[src/rtl/ctxt_event_sched.sv]
// ctxt_event_sched
// Sits in front of the VITA context-packet generator on the TX error and
// flow-control path. TX events (sequence error, underflow, late time,
// burst ACK) and periodic flow-control (FC) updates are collected as pending
// bits. The highest-priority pending bit gets one trigger/message at a time.
// The next trigger is not issued until the generator returns sent and a
// programmable holdoff has elapsed.
//
// Ports
//   clk           system clock
//   reset         synchronous active-high full reset
//   clear         synchronous active-high soft clear (pending bits, counters)
//   ev_seq_err    1-cycle pulse, sequence error
//   ev_underflow  1-cycle pulse, TX underflow
//   ev_time_err   1-cycle pulse, late packet / time error
//   ev_burst_ack  1-cycle pulse, end of burst consumed
//   pkt_consumed  1-cycle pulse, one TX packet consumed
//   fc_cycles     cycles between periodic FC updates (0 disables)
//   fc_packets    consumed packets that force an FC update (0 disables)
//   trigger       1-cycle pulse to the generator
//   message       message code, stable from trigger until sent
//   seqnum        consumed-packet count snapshot, stable from trigger until sent
//   sent          1-cycle pulse from the generator, packet fully pushed
//   busy          high from trigger until the holdoff expires
module ctxt_event_sched #(
    parameter int unsigned HOLDOFF = 4,
    parameter int unsigned CNT_W   = 32
) (
    input  logic             clk,
    input  logic             reset,
    input  logic             clear,
    input  logic             ev_seq_err,
    input  logic             ev_underflow,
    input  logic             ev_time_err,
    input  logic             ev_burst_ack,
    input  logic             pkt_consumed,
    input  logic [CNT_W-1:0] fc_cycles,
    input  logic [15:0]      fc_packets,
    output logic             trigger,
    output logic [31:0]      message,
    output logic [31:0]      seqnum,
    input  logic             sent,
    output logic             busy
);

    localparam logic [31:0] MSG_ACK       = 32'h0000_0001;
    localparam logic [31:0] MSG_UNDERFLOW = 32'h0000_0002;
    localparam logic [31:0] MSG_SEQ_ERR   = 32'h0000_0004;
    localparam logic [31:0] MSG_TIME_ERR  = 32'h0000_0008;
    localparam logic [31:0] MSG_FC        = 32'h0000_0000;

    localparam logic [CNT_W-1:0] CNT_ZERO = {CNT_W{1'b0}};
    localparam logic [CNT_W-1:0] CNT_ONE  = {{(CNT_W-1){1'b0}}, 1'b1};
    // HOLD always lasts at least one cycle, so HOLDOFF 0 and 1 behave alike.
    localparam logic [7:0] HOLD_LAST = (HOLDOFF == 32'd0) ? 8'd0 : 8'(HOLDOFF - 32'd1);

    typedef enum logic [1:0] {
        ST_IDLE = 2'd0,
        ST_ARB  = 2'd1,
        ST_WAIT = 2'd2,
        ST_HOLD = 2'd3
    } state_t;

    // pend / grant bit order: {fc, ack, time, under, seq}
    state_t           state_q, state_d;
    logic [4:0]       pend_q, pend_d;
    logic [4:0]       grant_q, grant_d;
    logic [CNT_W-1:0] cyc_cnt_q, cyc_cnt_d;
    logic [15:0]      pkt_since_q, pkt_since_d;
    logic [31:0]      pkt_total_q, pkt_total_d;
    logic [7:0]       hcnt_q, hcnt_d;
    logic             trigger_q, trigger_d;
    logic [31:0]      message_q, message_d;
    logic [31:0]      seqnum_q, seqnum_d;
    logic             busy_q, busy_d;

    logic             in_arb_s;
    logic [4:0]       grant_now_s;
    logic             timer_hit_s;
    logic             thresh_hit_s;
    logic [4:0]       set_s;
    logic             enter_arb_s;

    // Fixed priority: seq > under > time > ack > fc; returns a one-hot grant.
    function automatic logic [4:0] pick_highest(input logic [4:0] p);
        logic [4:0] g;
        if (p[0]) begin
            g = 5'b00001;
        end else if (p[1]) begin
            g = 5'b00010;
        end else if (p[2]) begin
            g = 5'b00100;
        end else if (p[3]) begin
            g = 5'b01000;
        end else if (p[4]) begin
            g = 5'b10000;
        end else begin
            g = 5'b00000;
        end
        return g;
    endfunction

    // Message code for a one-hot grant.
    function automatic logic [31:0] code_of(input logic [4:0] g);
        logic [31:0] c;
        case (g)
            5'b00001: c = MSG_SEQ_ERR;
            5'b00010: c = MSG_UNDERFLOW;
            5'b00100: c = MSG_TIME_ERR;
            5'b01000: c = MSG_ACK;
            default:  c = MSG_FC;
        endcase
        return c;
    endfunction

    // Pending bits and the FC / consumed-packet counters.
    always_comb begin
        // clear in ARB cancels the grant together with the trigger
        in_arb_s     = (state_q == ST_ARB) && !clear;
        grant_now_s  = in_arb_s ? grant_q : 5'b00000;
        timer_hit_s  = (fc_cycles != CNT_ZERO) && (cyc_cnt_q == (fc_cycles - CNT_ONE));
        // The packet threshold is a level on a counter that the FC grant is
        // zeroing, so it must not re-arm FC in that same cycle.
        thresh_hit_s = (fc_packets != 16'd0) && (pkt_since_q >= fc_packets) && !grant_now_s[4];
        set_s        = {timer_hit_s | thresh_hit_s, ev_burst_ack, ev_time_err,
                        ev_underflow, ev_seq_err};
        if (clear) begin
            pend_d      = 5'b00000;
            cyc_cnt_d   = CNT_ZERO;
            pkt_since_d = 16'd0;
            pkt_total_d = 32'd0;
        end else begin
            // set after grant-clear: an event in its own grant cycle survives
            pend_d = (pend_q & ~grant_now_s) | set_s;
            if (grant_now_s[4] || timer_hit_s) begin
                cyc_cnt_d = CNT_ZERO;
            end else begin
                cyc_cnt_d = cyc_cnt_q + CNT_ONE;
            end
            if (grant_now_s[4]) begin
                pkt_since_d = {15'd0, pkt_consumed};
            end else if (pkt_consumed && (pkt_since_q != 16'hFFFF)) begin
                pkt_since_d = pkt_since_q + 16'd1;
            end else begin
                pkt_since_d = pkt_since_q;
            end
            pkt_total_d = pkt_total_q + {31'd0, pkt_consumed};
        end
    end

    // Scheduler FSM next state and the registered output values.
    always_comb begin
        state_d     = state_q;
        hcnt_d      = hcnt_q;
        enter_arb_s = 1'b0;
        case (state_q)
            ST_IDLE: begin
                if (clear) begin
                    state_d = ST_IDLE;
                end else if (pend_q != 5'b00000) begin
                    state_d     = ST_ARB;
                    enter_arb_s = 1'b1;
                end else begin
                    state_d = ST_IDLE;
                end
            end
            ST_ARB: begin
                if (clear) begin
                    state_d = ST_IDLE;
                end else begin
                    state_d = ST_WAIT;
                end
            end
            ST_WAIT: begin
                if (sent) begin
                    state_d = ST_HOLD;
                    hcnt_d  = 8'd0;
                end else begin
                    state_d = ST_WAIT;
                end
            end
            ST_HOLD: begin
                if (hcnt_q >= HOLD_LAST) begin
                    state_d = ST_IDLE;
                end else begin
                    hcnt_d = hcnt_q + 8'd1;
                end
            end
            default: begin
                state_d = ST_IDLE;
            end
        endcase
        // The ARB-cycle decision is registered on the edge into ARB: pend_d and
        // pkt_total_d are exactly the values that pend and pkt_total hold in ARB.
        grant_d   = enter_arb_s ? pick_highest(pend_d) : grant_q;
        message_d = enter_arb_s ? code_of(pick_highest(pend_d)) : message_q;
        seqnum_d  = enter_arb_s ? pkt_total_d : seqnum_q;
        trigger_d = enter_arb_s;
        busy_d    = (state_d != ST_IDLE);
    end

    // State and output registers with synchronous reset.
    always_ff @(posedge clk) begin
        if (reset) begin
            state_q     <= ST_IDLE;
            pend_q      <= 5'b00000;
            grant_q     <= 5'b00000;
            cyc_cnt_q   <= CNT_ZERO;
            pkt_since_q <= 16'd0;
            pkt_total_q <= 32'd0;
            hcnt_q      <= 8'd0;
            trigger_q   <= 1'b0;
            message_q   <= 32'd0;
            seqnum_q    <= 32'd0;
            busy_q      <= 1'b0;
        end else begin
            state_q     <= state_d;
            pend_q      <= pend_d;
            grant_q     <= grant_d;
            cyc_cnt_q   <= cyc_cnt_d;
            pkt_since_q <= pkt_since_d;
            pkt_total_q <= pkt_total_d;
            hcnt_q      <= hcnt_d;
            trigger_q   <= trigger_d;
            message_q   <= message_d;
            seqnum_q    <= seqnum_d;
            busy_q      <= busy_d;
        end
    end

    // clear arriving in ARB suppresses the pulse that cycle.
    assign trigger = trigger_q & ~clear;
    assign message = message_q;
    assign seqnum  = seqnum_q;
    assign busy    = busy_q;

endmodule
[config.mk]
export PLATFORM = sky130hd
export DESIGN_NAME = ctxt_event_sched
export DESIGN_NICKNAME = d
export VERILOG_FILES = /design/src/rtl/ctxt_event_sched.sv
export SDC_FILE = /design/constraint.sdc
export NUM_CORES = 1
export LEC_CHECK = 0
export BUFFER_PORTS_ARGS = -buffer_cell sky130_fd_sc_hd__buf_2
export CAP_MARGIN = 20
export CORE_MARGIN = 2
export CORE_UTILIZATION = 57
export DETAILED_ROUTE_END_ITERATION = 8
export GPL_TIMING_DRIVEN = 0
export PLACE_DENSITY = 0.83
export SKIP_CTS_REPAIR_TIMING = 1
export SLEW_MARGIN = 40
export SYNTH_ARGS = -nofsm -noshare
export SYNTH_HDL_FRONTEND = slang
export SYNTH_SLANG_ARGS = --single-unit
[constraint.sdc]
create_clock -name clk -period 2.9 [get_ports clk]
set_input_delay 0.145 -clock clk [delete_from_list [all_inputs] [get_ports clk]]
set_output_delay 0.145 -clock clk [all_outputs]
set_load 0.01 [all_outputs]
**Yosys cells after proc, flatten, opt, wreduce, memory -nomap -nowiden**

Cells that the tools add are included.

- Flip-flop bits (word level): 166
- Latch bits: 0
- Memory bits (writable): 0
- Memory bits (read-only): 0
- Input bits: 57
- Memories kept: 0

- Add/subtract/negate cells: 5
- Multipliers: 0
- Divide/modulo/power cells: 0
- Order comparisons: 2
- Eq/ne operators: 11
- Shift operators: 0
- Multiplexer cells: 23
- Bitwise operators: 6
- Reduce and logical (&&, ||, !) cells: 19

Operators with widths:

| operator | count |
|---|---|
| $mux 5 | 7 |
| $add 32x1->32 | 1 |
| $add 32x1->32 const B | 1 |
| $eq 32x32->1 | 1 |
| $mux 32 | 1 |
| $reduce_bool 32->1 | 1 |
| $sub 32x1->32 const B | 1 |
| $add 16x1->16 const B | 1 |
| $ge 16x16->1 | 1 |
| $mux 8 | 2 |
| $ne 16x16->1 const B | 1 |
| $pmux 4 s4 | 1 |
| $pmux 8 s2 | 1 |
| $reduce_bool 16->1 | 1 |
| $add 8x1->8 const B | 1 |
| $ge 8x2->1 const B | 1 |
| $mux 1 | 8 |
| $pmux 2 s4 | 1 |
| $reduce_bool 2->1 | 3 |
| $reduce_or 3->1 | 2 |
| $and 5x5->5 | 1 |
| $eq 5x1->1 const B | 1 |
| $eq 5x2->1 const B | 1 |
| $eq 5x3->1 const B | 1 |
| other kinds (17) | 25 |

**Logic depth before layout (Yosys ltp)**

- Depth after elaboration: 15
- Depth in mapped cells: 13
- Gate-level depth less buffers: 10

**Worst setup path before layout**

No wires, ideal clock.

- Path type: input to register
- From: input fc_cycles[0]
- To: register cyc_cnt_q[19]
- Data arrival time: 2406 ps
- Setup slack: 379 ps
- Stages on the path: 12
- Buffers on the path: 3
- Cell sequence: clkbuf_1 > inv_1 > ha_1 > clkbuf_1 > nand3_2 > or4_1 > a21o_1 > a2111oi_4 > o211ai_2 > o21bai_4 > buf_6 > nor2_2

- Word-level cells in the longest chain between the ends: 5
- Elaborated cells on any way between the ends: 6
- Those cells by class: 1 x add/sub; 1 x eq/ne; 4 x reduce/logical

RTL lines:

| what | RTL line | source |
|---|---|---|
| start, declared | 37 | `input logic [CNT_W-1:0] fc_cycles,` |
| $sub 32x1->32 | 121 | `timer_hit_s = (fc_cycles != CNT_ZERO) && (cyc_cnt_q == (fc_cycles - CNT_ONE));` |
| $eq 32x32->1 | 121 |  |
| $logic_and 1x1->1 * | 121 |  |
| $logic_or 1x1->1 * | 135 | `if (grant_now_s[4] \|\| timer_hit_s) begin` |
| $reduce_or 3->1 (no line) * | - |  |
| end signal, assigned | 220 | `cyc_cnt_q <= cyc_cnt_d;` |
| end, declared | 68 | `logic [CNT_W-1:0] cyc_cnt_q, cyc_cnt_d;` |

Every way passes the cells marked *; elsewhere a longest branch is shown, timed or not.
A chain may end at the register's enable or synchronous reset.

**Final worst setup path**

- From: register pkt_total_q[6]
- To: register seqnum_q[29] (netlist: seqnum[29])

- Word-level cells in the longest chain between the ends: 2

RTL lines:

| what | RTL line | source |
|---|---|---|
| start, declared | 70 | `logic [31:0] pkt_total_q, pkt_total_d;` |
| start signal, assigned | 222 | `pkt_total_q <= pkt_total_d;` |
| $add 32x1->32 | 147 | `pkt_total_d = pkt_total_q + {31'd0, pkt_consumed};` |
| $mux 32 | 127 | `if (clear) begin` |
| end signal, assigned | 226 | `seqnum_q <= seqnum_d;` |
| end, declared | 74 | `logic [31:0] seqnum_q, seqnum_d;` |

No other way between the ends.

==> impl_results.md <==
- H-tree Lvls: 4
- Drt pass-1 iters: 5
- Crit path max fanout: 6
- Hold-critical path depth: 3
- Gr ovfl total: 0
- CP endpoint kind: flip-flop
- Final number of setup-violating endpoints: 0
- Synthesized instance count: 880
- Fin crit period: 2.65 ns
- Initial antenna violation count: 0
- Design area: 0.00883 mm2
- CTS max path bufs: 2
- Pin count of the biggest net entering global routing: 17
- Vias/cell: roughly 5.5
- Num rows: just over 40
- Grt met1 use: 0.319
- FF-to-FF setup slack: roughly 0.25 ns
- Reg2reg end: seqnum[29]$_SDFFE_PP0P_
- CP arrival: approximately 3.0 ns
- Worst hold path class: input pin to flip-flop
- Top Ports: 123
- Core ar.: 0.0127 mm2
- Seq/Total Area, Yosys: 0.369
- Layout Skew: 0.0100 ns
- DIE WIDTH: approximately 120 um
- Final ANT Viol Nets: 0
- Hold path start: ev_underflow
- Clk root buf: clkbuf_16
- CTS Buf Count: 17
- Synth-to-Final Area Change: 18.8%
- CTS tree: done
- Chip Height: 118 um
- Final TNS setup: 0 ns
- Met3 Use GR: 0.0521
- Status: complete, no violations
- Final hold viol count: 0
- Die area: 0.0140 mm2
- R2R depth: 8
- Initial Util: 0.587
- Fraction of registers with async set/reset: 0
- Power Dens Cells: 507 mW/mm2
- Placed cell areas: about 0.008 mm2
- Fin crit share: 0.913
- Met2 Use GR: 0.413
- Vias in the first global route: 6185
- Post-synthesis cell type count: 65
- Gpl congestion: 0.883
- WL/cell: 14.3 um
- Worst skew pair latency: slightly above 0.4 ns
- Setup WS pre-CTS: -0.0567 ns
- Critical path required time: 3.22 ns
- Synthesized area: 0.00743 mm2
- Avg Cell Area, Syn: 8.45 um2
- Vias: 6594
- Setup CP Type: flip-flop to flip-flop
- RSZ-0062 raised after global routing: no
- Slew margin rel.: 0.444
- Post-synth EDFFs: 0
- Reg clk slew, reported paths: approximately 0.060 ns
- Syn. warnings: 0
- Most Crowded Layer GR: met2
- Number of clock sinks: around 140
- Top_reg_cell synth: dfxtp_1
- Fin cells: around 1.2k
- Dpl hpwl: about 13000 um
- Worst-Margin Slew: 0.832 ns
- MaxCap Viol Count: 0
- # placed instances: 1171
- Share of cells above drive strength 1: 0.201
- First-pass GRT wire length: 28700 um
- Most frequent cells in the layout: 137 x dfxtp_1, 120 x nor2_1, 95 x buf_2, 62 x xor2_1, 58 x nand2_1
- F_max: 378 MHz
- Worst r2r src: pkt_total_q[6]$_SDFF_PP0_
- Lkg Pwr: 3.56 nW
- Remaining DRCs: 0
- Final WS setup: 0.253 ns
- Final count of pins violating max slew: 0
- Worst VDD drop: a little over 400 uV
- Final net count: 1098
- IO buf count: 92
- FF+latch count, synth: 137
- Iter 0 DRT Violations: 480
- WHS Endpoint: pend_q[1]$_SDFF_PP0_
- Launching element type of the critical path: flip-flop
- Ant diodes: 0
- Fillers: 1030
- Routed Wire Length: 17200 um
- Commonest non-fill, non-tap cell in the layout: dfxtp_1
- GRT Overall Usage: 0.248
## metal layers
metal	vias to the layer above	wire length, um
li1	3296	-
met1	3082	7790
met2	188	8230
met3	28	843
met4	0	313
met5	-	0
## cell families after synthesis
family / count (synthesis) / synth area share
fa+ha+maj: 23 / 0.0387
mux: 6 / 0.00841
compound gates: 111 / 0.106
other cells: 1 / 0.000504
buf+inv: 91 / 0.0646
flops: 137 / 0.369
xor+xnor: 109 / 0.128
simple gates: 402 / 0.285
## how the worst max path moves through the flow
stage	start	to	slack [ns]	depth (start not counted)
after floorplan	fc_cycles[0]	cyc_cnt_q[19]$_SDFF_PP0_	0.38	12
after global placement	pkt_consumed	seqnum[28]$_SDFFE_PP0P_	-0.03	11
after detailed placement	pkt_consumed	seqnum[28]$_SDFFE_PP0P_	-0.06	11
after CTS	pkt_total_q[0]$_SDFF_PP0_	seqnum[28]$_SDFFE_PP0P_	-0.09	10
after global routing	pkt_total_q[0]$_SDFF_PP0_	seqnum[30]$_SDFFE_PP0P_	0.04	10
final	pkt_total_q[6]$_SDFF_PP0_	seqnum[29]$_SDFFE_PP0P_	0.25	8
## stage by stage
| step | utilization | hold slack, ns | total power [mW] |
|---|---|---|---|
| CTS | 0.695 | -0.0137 | 4.49 |
| detailed placement | 0.648 | 0.419 | 2.35 |
| floorplan | - | 0.222 | 2.20 |
| finish | 0.697 | 0.00917 | 4.47 |
| global route | 0.697 | 0.00701 | 4.61 |
| global placement | 0.648 | 0.403 | 2.34 |
## cell usage after synthesis, drive strengths merged (2+ instances only)
master,count,area share
nor2,140,0.077
dfxtp,137,0.37
xor2,62,0.073
nand2,58,0.029
xnor2,47,0.055
nor3,43,0.033
buf,42,0.040
a21oi,38,0.026
nand3,36,0.025
inv,26,0.013
nand4,26,0.023
clkbuf,23,0.012
ha,23,0.039
nor4,17,0.020
o31ai,15,0.015
and3,14,0.012
and2,12,0.010
a21o,11,0.011
nand3b,11,0.011
a211oi,9,0.0091
or3,9,0.0076
a31oi,8,0.0067
or2,8,0.0067
or4,8,0.0086
and4,7,0.0082
a211o,6,0.0071
o21ai,5,0.0034
mux2i,4,0.0054
a31o,3,0.0035
nand2b,3,0.0025
nor3b,3,0.0030
o21a,3,0.0030
a311oi,2,0.0024
mux2,2,0.0030
nor2b,2,0.0017
o211ai,2,0.0027
## state kept, by name, indices dropped and copies added, names as in the netlist
name and flops:
trigger_q 1, busy 1, hcnt_q 8, grant_q 4, pkt_total_q 32, message 4
pkt_since_q 16, pend_q 5, cyc_cnt_q 32, state_q 2, seqnum 32
## worst max-delay path, cell delays in order, from the launching register on
cell and delay (ns):
dfxtp_1 0.39, nand4_1 0.28, or4_1 0.67, nor3_2 0.24
and4_1 0.26, and2b_1 0.21, nand3_1 0.14, xor2_1 0.18
o31ai_1 0.20
## power breakdown
part	internal [mW]	total, mW	leakage, nW	switching (mW)
sequential	1.91	1.92	1.11	0.0155
clock	1.37	2.16	0.286	0.791
combinational	0.147	0.392	2.16	0.245
## area by class of cell
class                      instances  area [um2]  area share
buffer                            65         383      0.0433
tap                              172         215      0.0244
multi-input combinational        679        4340       0.492
clock buffer                      20         447      0.0506
timing repair buffer              92         460      0.0521
clock inverter                    11         146      0.0166
inverter                          26        97.6      0.0110
sequential                       137        2740       0.310
Power figures use the tool's default switching activity.
